--- src/rtl/pisa_mem_pkg.sv ---
// Shared constants and state type for the pixel-RAM access blocks.
//   ADDR_W        RAM word-address width
//   DATA_W        RAM word width
//   PIX_W         pixel width
//   PIX_PER_WORD  pixels packed into one RAM word
//   rd_state_t    reader FSM states
package pisa_mem_pkg;

  localparam int unsigned ADDR_W       = 19;
  localparam int unsigned DATA_W       = 32;
  localparam int unsigned PIX_W        = 8;
  localparam int unsigned PIX_PER_WORD = DATA_W / PIX_W;

  typedef enum logic [1:0] {
    IDLE  = 2'd0,
    FETCH = 2'd1,
    DRAIN = 2'd2,
    DONE  = 2'd3
  } rd_state_t;

endpackage

--- src/rtl/pix_word_fifo.sv ---
// Synchronous word FIFO between the RAM read return and the pixel unpacker.
//   clock, reset  rising-edge clock, synchronous active-high reset
//   push/push_data  write a word (accepted when not full, or when popping too)
//   pop/pop_data    read the head word; pop_data is the current head
//   full, empty     occupancy flags
//   count           number of stored words (0..DEPTH)
module pix_word_fifo #(
  parameter int unsigned DATA_W = 32,
  parameter int unsigned DEPTH  = 4
) (
  input  logic                     clock,
  input  logic                     reset,
  input  logic                     push,
  input  logic [DATA_W-1:0]        push_data,
  input  logic                     pop,
  output logic [DATA_W-1:0]        pop_data,
  output logic                     full,
  output logic                     empty,
  output logic [$clog2(DEPTH):0]   count
);

  localparam int unsigned PTR_W = $clog2(DEPTH);
  localparam int unsigned CNT_W = PTR_W + 1;

  logic [DATA_W-1:0] mem [DEPTH];
  logic [PTR_W-1:0]  wr_ptr;
  logic [PTR_W-1:0]  rd_ptr;
  logic              do_push;
  logic              do_pop;

  assign full     = (count == CNT_W'(DEPTH));
  assign empty    = (count == '0);
  assign do_pop   = pop && !empty;
  // A full FIFO still takes a push when the head leaves in the same cycle.
  assign do_push  = push && (!full || do_pop);
  assign pop_data = mem[rd_ptr];

  always_ff @(posedge clock) begin
    if (do_push) begin
      mem[wr_ptr] <= push_data;
    end
  end

  always_ff @(posedge clock) begin
    if (reset) begin
      wr_ptr <= '0;
      rd_ptr <= '0;
      count  <= '0;
    end else begin
      if (do_push) begin
        wr_ptr <= wr_ptr + PTR_W'(1);
      end
      if (do_pop) begin
        rd_ptr <= rd_ptr + PTR_W'(1);
      end
      count <= count + CNT_W'(do_push) - CNT_W'(do_pop);
    end
  end

endmodule

--- src/rtl/ram_pixel_reader.sv ---
// Read master for one port of the pixel RAM. On start, fetches word_count
// consecutive words from base_addr and streams them out as pixels, lane 0
// first, with valid/ready handshaking. The RAM write controls are held idle.
//   clock, reset           rising-edge clock, synchronous active-high reset
//   start                  request, sampled only while idle
//   base_addr, word_count  transfer descriptor, captured on start
//   busy, done             transfer active / one-cycle completion pulse
//   address, byteena, data, wren   RAM port controls (read only)
//   q                      RAM read data, RD_LAT clocks after address
//   pix_data, pix_valid, pix_ready, pix_last   pixel stream
module ram_pixel_reader
  import pisa_mem_pkg::*;
#(
  parameter int unsigned ADDR_W = pisa_mem_pkg::ADDR_W,
  parameter int unsigned DATA_W = pisa_mem_pkg::DATA_W,
  parameter int unsigned PIX_W  = pisa_mem_pkg::PIX_W,
  parameter int unsigned RD_LAT = 1,
  parameter int unsigned FIFO_D = 4
) (
  input  logic              clock,
  input  logic              reset,
  input  logic              start,
  input  logic [ADDR_W-1:0] base_addr,
  input  logic [ADDR_W-1:0] word_count,
  output logic              busy,
  output logic              done,
  output logic [ADDR_W-1:0] address,
  output logic [3:0]        byteena,
  output logic [DATA_W-1:0] data,
  output logic              wren,
  input  logic [DATA_W-1:0] q,
  output logic [PIX_W-1:0]  pix_data,
  output logic              pix_valid,
  input  logic              pix_ready,
  output logic              pix_last
);

  localparam int unsigned PPW   = DATA_W / PIX_W;
  localparam int unsigned IDX_W = (PPW > 1) ? $clog2(PPW) : 1;
  localparam int unsigned CNT_W = $clog2(FIFO_D) + 1;

  rd_state_t         state;
  logic [ADDR_W-1:0] rd_ptr;
  logic [ADDR_W-1:0] issue_left;
  logic [ADDR_W-1:0] pop_left;
  logic [ADDR_W-1:0] addr_hold;

  logic [RD_LAT-1:0] rd_pipe;
  logic [RD_LAT-1:0] rd_pipe_n;
  logic [CNT_W-1:0]  in_flight;

  logic              fifo_full;
  logic              fifo_empty;
  logic              fifo_pop;
  logic [CNT_W-1:0]  fifo_count;
  logic [DATA_W-1:0] fifo_rd;

  logic              load;
  logic              credit;
  logic              issue;
  logic              ret;
  logic              accept;
  logic              last_byte;
  logic              last_pix;
  logic              drain_done;

  logic [DATA_W-1:0] word_q;
  logic [IDX_W-1:0]  byte_idx;
  logic              word_last;
  logic              valid_q;

  // ---------------------------------------------------------------
  // Issue side
  // ---------------------------------------------------------------
  assign load   = (state == IDLE) && start;
  // Words already buffered plus reads still in the RAM pipe must fit.
  assign credit = !fifo_full &&
                  (({1'b0, fifo_count} + {1'b0, in_flight}) < (CNT_W + 1)'(FIFO_D));
  assign issue  = (state == FETCH) && credit;
  assign ret    = rd_pipe[RD_LAT-1];

  // Address is driven straight from rd_ptr in the issue cycle so the RAM
  // sees it without an extra register stage; otherwise it holds.
  assign address = issue ? rd_ptr : addr_hold;

  assign busy    = (state == FETCH) || (state == DRAIN);
  assign done    = (state == DONE);
  assign byteena = '1;
  assign data    = '0;
  assign wren    = 1'b0;

  always_ff @(posedge clock) begin
    if (reset) begin
      state      <= IDLE;
      rd_ptr     <= '0;
      issue_left <= '0;
      addr_hold  <= '0;
    end else begin
      case (state)
        IDLE: begin
          if (start) begin
            rd_ptr     <= base_addr;
            issue_left <= word_count;
            state      <= (word_count == '0) ? DONE : FETCH;
          end
        end
        FETCH: begin
          if (issue) begin
            addr_hold  <= rd_ptr;
            rd_ptr     <= rd_ptr + ADDR_W'(1);
            issue_left <= issue_left - ADDR_W'(1);
            if (issue_left == ADDR_W'(1)) begin
              state <= DRAIN;
            end
          end
        end
        DRAIN: begin
          if (drain_done) begin
            state <= DONE;
          end
        end
        DONE: begin
          state <= IDLE;
        end
        default: begin
          state <= IDLE;
        end
      endcase
    end
  end

  // ---------------------------------------------------------------
  // Read-return tracking
  // ---------------------------------------------------------------
  always_comb begin
    rd_pipe_n    = '0;
    rd_pipe_n[0] = issue;
    for (int unsigned i = 1; i < RD_LAT; i++) begin
      rd_pipe_n[i] = rd_pipe[i-1];
    end
  end

  always_ff @(posedge clock) begin
    if (reset) begin
      rd_pipe   <= '0;
      in_flight <= '0;
    end else begin
      rd_pipe   <= rd_pipe_n;
      in_flight <= in_flight + CNT_W'(issue) - CNT_W'(ret);
    end
  end

  pix_word_fifo #(
    .DATA_W (DATA_W),
    .DEPTH  (FIFO_D)
  ) u_fifo (
    .clock     (clock),
    .reset     (reset),
    .push      (ret),
    .push_data (q),
    .pop       (fifo_pop),
    .pop_data  (fifo_rd),
    .full      (fifo_full),
    .empty     (fifo_empty),
    .count     (fifo_count)
  );

  // ---------------------------------------------------------------
  // Unpacker
  // ---------------------------------------------------------------
  assign accept     = valid_q && pix_ready;
  assign last_byte  = (byte_idx == IDX_W'(PPW - 1));
  // Refill on the same edge the final lane is taken so words stream
  // back to back without a bubble.
  assign fifo_pop   = !fifo_empty && (!valid_q || (accept && last_byte));
  assign last_pix   = valid_q && word_last && last_byte;
  assign drain_done = (in_flight == '0) && fifo_empty && accept && last_pix;

  assign pix_valid = valid_q;
  assign pix_last  = last_pix;
  // The word register shifts down one lane per accepted pixel.
  assign pix_data  = word_q[PIX_W-1:0];

  always_ff @(posedge clock) begin
    if (reset) begin
      word_q    <= '0;
      byte_idx  <= '0;
      word_last <= 1'b0;
      valid_q   <= 1'b0;
      pop_left  <= '0;
    end else begin
      if (load) begin
        pop_left <= word_count;
      end
      if (fifo_pop) begin
        word_q    <= fifo_rd;
        byte_idx  <= '0;
        valid_q   <= 1'b1;
        word_last <= (pop_left == ADDR_W'(1));
        pop_left  <= pop_left - ADDR_W'(1);
      end else if (accept) begin
        if (last_byte) begin
          valid_q <= 1'b0;
        end else begin
          word_q   <= word_q >> PIX_W;
          byte_idx <= byte_idx + IDX_W'(1);
        end
      end
    end
  end

endmodule

--- config.mk ---
export PLATFORM = sky130hd
export DESIGN_NAME = ram_pixel_reader
export DESIGN_NICKNAME = d
export VERILOG_FILES = /design/src/rtl/pisa_mem_pkg.sv /design/src/rtl/pix_word_fifo.sv /design/src/rtl/ram_pixel_reader.sv
export SDC_FILE = /design/constraint.sdc
export NUM_CORES = 1
export LEC_CHECK = 0
export ABC_AREA = 1
export CAP_MARGIN = 25
export CORE_MARGIN = 2
export CORE_UTILIZATION = 30
export CTS_CLUSTER_DIAMETER = 100
export DETAILED_ROUTE_END_ITERATION = 10
export SYNTH_ARGS = -nofsm -noshare
export SYNTH_HDL_FRONTEND = slang
export SYNTH_SLANG_ARGS = --single-unit
--- constraint.sdc ---
create_clock -name clock -period 4.71 [get_ports clock]
set_input_delay 0.7065 -clock clock [delete_from_list [all_inputs] [get_ports clock]]
set_output_delay 0.7065 -clock clock [all_outputs]
set_load 0.1 [all_outputs]
# Word-level counts from Yosys, hierarchy flattened

Memory sizes are Yosys's and may differ from the RTL's. A register that Yosys moved wholly into a read port is not among the register bits.
Index checks and enable logic that the tools add are counted.

Bits in registers: 125
Bits in writable memories: 128
Output and inout port bits: 68
Logic and storage cells: 98
Memories kept: 1

Memories:

| name       | words | width | rd ports | clocked after memory_dff | write ports | line                | text |
|---|---|---|---|---|---|---|---|
| u_fifo.mem | 4     | 32    | 1        | 1                        | 1           | pix_word_fifo.sv:25 | `logic [DATA_W-1:0] mem [DEPTH];` |

Add/sub/neg operators: 11
Magnitude comparators: 1
Equality and inequality tests: 12
Muxes and demuxes: 25
Bitwise gates (word level): 1
Reduce and logical (&&, ||, !) cells: 33

Operators by type and width:

| kind                                                                 | count |
|---|---|
| 19-bit two-way mux                                                   | 7 |
| 32-bit two-way mux                                                   | 3 |
| 19-bit case mux with 2 select lines                                  | 2 |
| 19-bit by 1-bit == test with 1-bit output, second input constant     | 2 |
| 19-bit by 1-bit subtractor with 19-bit output, second input constant | 2 |
| 19-bit by 1-bit adder with 19-bit output, second input constant      | 1 |
| 19-bit logical NOT                                                   | 1 |
| 2-bit two-way mux                                                    | 7 |
| 1-bit logical AND                                                    | 13 |
| 2-bit case mux with 4 select lines                                   | 1 |
| 2-bit nonzero test                                                   | 4 |
| 2-bit by 1-bit adder with 2-bit output, second input constant        | 3 |
| 3-bit by 1-bit adder with 3-bit output                               | 2 |
| 2-bit == test, second input constant                                 | 3 |
| 3-bit logical NOT                                                    | 2 |
| 2-bit != test, second input constant                                 | 3 |
| 2-bit AND reduction                                                  | 3 |
| 3-bit by 1-bit subtractor with 3-bit output                          | 2 |
| 1-bit two-way mux                                                    | 5 |
| 3-bit by 3-bit adder with 4-bit output                               | 1 |
| 4-bit by 3-bit < comparator with 1-bit output, second input constant | 1 |
| 2-bit by 1-bit != test with 1-bit output, second input constant      | 2 |
| 4-bit AND reduction                                                  | 1 |
| 3-bit == test, second input constant                                 | 1 |
| other kinds (7)                                                      | 11 |

# Longest topological paths before layout

Gate-level depths: netlist (run 1).

Depth after elaboration: 9
Gate-level depth with buffers: 14

# By module

From an unflattened synthesis (run 1), not the netlist that was laid out.

Cell total of the unflattened synthesis: 1,481
Area, all modules: 12,429.4 um^2

Modules (own cells, without submodules):

| module           | instances | cells an instance | area each (um^2) |
|---|---|---|---|
| ram_pixel_reader | 1         | 1,103             | 7,133.1 |
| pix_word_fifo    | 1         | 378               | 5,296.3 |

# Worst setup path before layout (run 1)

No wires, ideal clock.

Path kind: reg-to-reg
Start: register valid_q, in the netlist pix_valid
End: memory u_fifo.mem[0][0], enable pin
Library setup time: 0.421 ns
Arrival: 2.497 ns
Required time: 4.289 ns
Path slack: 1.792 ns
Cell stages (with the launch flop): 4
Cells stage by stage: dfxtp_1 > nand2_2 > o21ai_1 > nor2_1

Word-level cells in the longest chain between the ends: 9
Elaborated cells on any way between the ends: 10
Classes of those cells: mux: 2; reduce/logical: 8

RTL lines:

| element                                   | line                    | text |
|---|---|---|
| start, declared                           | ram_pixel_reader.sv:70  | `logic valid_q;` |
| start signal, assigned                    | ram_pixel_reader.sv:189 | `valid_q <= 1'b0;` |
| start signal, assigned                    | ram_pixel_reader.sv:198 | `valid_q <= 1'b1;` |
| start signal, assigned                    | ram_pixel_reader.sv:203 | `valid_q <= 1'b0;` |
| 1-bit logical AND                         | ram_pixel_reader.sv:171 | `assign accept = valid_q && pix_ready;` |
| 1-bit logical AND                         | ram_pixel_reader.sv:175 | `assign fifo_pop = !fifo_empty && (!valid_q \|\| (accept && last_byte));` |
| 1-bit logical OR *                        | ram_pixel_reader.sv:175 |  |
| 1-bit logical AND *                       | ram_pixel_reader.sv:175 |  |
| 1-bit logical AND *                       | pix_word_fifo.sv:33     | `assign do_pop = pop && !empty;` |
| 1-bit logical OR *                        | pix_word_fifo.sv:35     | `assign do_push = push && (!full \|\| do_pop);` |
| 1-bit logical AND *                       | pix_word_fifo.sv:35     |  |
| 1-bit two-way mux *                       | pix_word_fifo.sv:39     | `if (do_push) begin` |
| 1-bit two-way mux (implied by the code) * | pix_word_fifo.sv:40     | `mem[wr_ptr] <= push_data;` |
| end, declared                             | pix_word_fifo.sv:25     |  |

Every way passes the cells marked *; elsewhere a longest branch is shown, timed or not.

# Final worst setup path (run 1)

Start: register u_fifo.count[2]
End: output address[4]

Word-level cells in the longest chain between the ends: 5
Elaborated cells on any way between the ends: 7
Classes of those cells: add/sub: 1; order compare: 1; eq/ne: 1; mux: 1; reduce/logical: 3

RTL lines:

| element                                                                            | line                                           | text |
|---|---|---|
| start, declared                                                                    | pix_word_fifo.sv:19                            | `output logic [$clog2(DEPTH):0] count` |
| start signal, assigned                                                             | pix_word_fifo.sv:56                            | `count <= count + CNT_W'(do_push) - CNT_W'(do_pop);` |
| 3-bit by 3-bit adder with 4-bit output or 3-bit == test (tied branches)            | ram_pixel_reader.sv:78, pix_word_fifo.sv:31    |  |
| 4-bit by 3-bit < comparator with 1-bit output or 1-bit logical NOT (tied branches) | ram_pixel_reader.sv:78, ram_pixel_reader.sv:77 |  |
| 1-bit logical AND *                                                                | ram_pixel_reader.sv:77                         | `assign credit = !fifo_full &&` |
| 1-bit logical AND *                                                                | ram_pixel_reader.sv:79                         | `assign issue = (state == FETCH) && credit;` |
| 19-bit two-way mux *                                                               | --                                             |  |
| end, declared                                                                      | ram_pixel_reader.sv:27                         | `output logic [ADDR_W-1:0] address,` |

Marks and branches as above.

==> reports/summary.txt, run 1 <==
Wire per inst - 14.9 um
Yosys cell types - 43
Dpl cell area - 0.0136 mm2
Synth area leader - edfxtp_1
Clock transition at path regs - 60 ps
Initial Util - 30.3%
Chip Width - 207 um
RSZ-0062 raised after global routing - false
Top Ports - 142
Hold path cells - 2
Seq/Total Area, Yosys - 51.5%
Post-route ant nets - 0
Hold-fix buffer count after cts - 0
CTS H-Tree Depth - 1
Deepest clock path buffer count - 3
Multi-input gate area - 0.00491 mm2
Clock latency at the later pin of the worst-skew pair - 560 ps
Slew Limit Fails - 0
Fin. Hold Viols - 0
Root Buffer - clkbuf_16
NumNets Final - 1689
Final setup fails - 0
Final GP Congestion - 0.829
Sequential share of power - 28.3%
Mean post-synth cell area - 8.12 um2
Layout Utilization - 35.8%
CTS tree - done
FFs w/ async S/R, synth - 0%
First-pass GRT wire length - 51100 um
Fin worst setup slack - 689 ps
CP Class - flop to primary output
Slew @ Worst Pin - 990 ps
VDD IR max - 412 uV
Crit path DAT - 3310 ps
WHS - 466 ps
Cells after synthesis - 1526
Total chip power - 11.3 mW
Worst clock skew - 12.9 ps
Synth Register Bits - 255
Number of synthesized flops with an enable pin - 128
Internal power - 5.74 mW
CP Max Fanout - 21
FF-to-FF Start - u_fifo.count[2]
Area Overhead vs Synth - 17.8%
PwrDens - 773 mW/mm2
Crit path capture type - primary output
Share of layout cells above drive strength 1 - 7.00%
Total track usage - 14.5%
Max-capacitance violation count - 0
R2r setup slk - 1120 ps
Via count - 10300
Ranking of synthesized cells by area - edfxtp_1 (31%), dfxtp_1 (21%), nand2_1 (9.7%), nor2_1 (7.0%), o21ai_0 (5.1%)
Setup crit end - address[4]
Pre-CTS setup slack - 1100 ps
Fmax - 0.249 GHz
Slew HR - 33.8%
Sw Ratio - 49.1%
Vias in the first global route - 9586
Die height - 207 um
Psw - 5.55 mW
Synth warn - 0
Post-CTS setup buffer count - 0
Most common library cells after synthesis - nand2_1 (319), nor2_1 (232), inv_1 (132), edfxtp_1 (128), dfxtp_1 (127)
Post-Route WL - 32000 um
Power share of the clock group - 20.4%
Combinational share of power - 51.3%
Global route overflow - 0
Core area - 0.0408 mm2
Register Area - 0.00639 mm2
Inst Count DP - 2093
Static Leakage - 5.82 nW
CTS resizes - 0
Worst setup path start - u_fifo.count[2]
Port bufs - 104
WP data required - 4000 ps
Post-DR vias/cell - 4.77
CTS buffer count - 28
Period utilization - 85.4%
Final Cell Area - 0.0146 mm2
Die Area - 0.0429 mm2
Synth Flop Type - edfxtp_1
Reg2reg end - in_flight[2]
Status - completed
Setup TNS - 0 ps
Setup crit start kind - flop
Post-route minimum period - 4020 ps
DP HPWL - 20700 um
Initial antenna violation count - 2
HP Class - flop to flop
FP Rows - 74
DRT iter0 DRCs - 720
Top-count cell post-synth - nand2_1
Post-synth top area share - 31.0%
Synth Cell Area - 0.0124 mm2
Pin count of the biggest net entering global routing - 73
Final Instance Count excl. Fillers - 2147
Filler Cell Count - 4222
Worst-case reg-to-reg path depth - 13
Pre-Repair DR Iteration Count - 5
DRC Markers - 0
Clk sinks - 255
area by class of cell:
type / instances / share of cell area, %
antenna: 1 / 0.0171
clock buffer: 33 / 5.13
clock inverter: 19 / 1.56
inverter: 140 / 3.63
multi-input combinational: 1049 / 33.6
sequential: 255 / 43.8
tap: 532 / 4.56
timing repair buffer: 118 / 7.71
routing by layer:
layer,routed length [um],track usage [%],vias up
li1,-,-,5119
met2,14900,24.3,307
met3,1860,2.38,50
met1,14500,19.6,4773
met5,13,0,-
met4,674,3.03,2
worst min-delay path by stage:
stage,start,end,slack [ps]
CTS,byte_idx[1],byte_idx[1],470
detailed placement,byte_idx[1],byte_idx[1],460
global placement,byte_idx[1],byte_idx[1],450
global route,byte_idx[1],byte_idx[1],500
floorplan,u_fifo.rd_ptr[1],flop,440
finish,byte_idx[1],byte_idx[1],470
cell usage in the layout (no fill, tap or decap), types with 9 or more instances in the layout:
cell	count
nand2_1	319
nor2_1	228
inv_1	132
edfxtp_1	128
o21ai_0	126
dfxtp_1	126
a21oi_1	113
clkdlybuf4s50_1	84
nand3_1	67
conb_1	37
o22ai_1	34
buf_4	31
nand4_1	28
clkbuf_16	28
o21ai_1	21
ha_1	20
clkinv_2	10
nor2_2	9
critical path, cell delays in order, from the launching register on:
cell and delay (ps):
dfxtp_1 390, ha_1 250, inv_1 50, nand2_1 40, nor2_1 100, and2_1 520, nand3_1 740, nand2_1 210
nand2_1 100, inv_1 70, buf_4 280
power groups by stage:
stage / clock [mW] / combinational, mW / sequential [mW]
2_1_floorplan: 0 / 4.70 / 3.16
3_3_place_gp: 0 / 5.70 / 3.22
3_5_place_dp: 0 / 5.78 / 3.23
4_1_cts: 2.37 / 5.80 / 3.19
5_1_grt: 2.46 / 6.43 / 3.26
6_report: 2.30 / 5.79 / 3.20
cell families after synthesis:
logic type | share of synthesized area, %
flip-flops | 51.5
other | 0.0606
adder cells (fa/ha/maj) | 2.44
buffers and inverters | 10.0
XOR/XNOR | 0.495
AND/OR/NAND/NOR | 22.5
AO/OA/AOI/OAI | 13.0
state kept, by name, summed over array words and instances (netlist names), 3 cells and up, named ones only:
name,flops
issue_left,19
u_fifo.count,3
addr_hold,19
in_flight,3
u_fifo.mem,128
word_q,32
rd_ptr,19
pop_left,19
(Power assumes the default switching activity.)
==> inputs of run 2 (changes only) <==
--- a/config.mk
+++ b/config.mk
@@ -11,6 +11,8 @@
 export CORE_UTILIZATION = 30
 export CTS_CLUSTER_DIAMETER = 100
 export DETAILED_ROUTE_END_ITERATION = 10
+export SETUP_SLACK_MARGIN = 0.02
+export SKIP_LAST_GASP = 1
 export SYNTH_ARGS = -nofsm -noshare
 export SYNTH_HDL_FRONTEND = slang
 export SYNTH_SLANG_ARGS = --single-unit
==> results of run 2 <==
The final DEF is identical to that of run 1; final timing and power are the same.
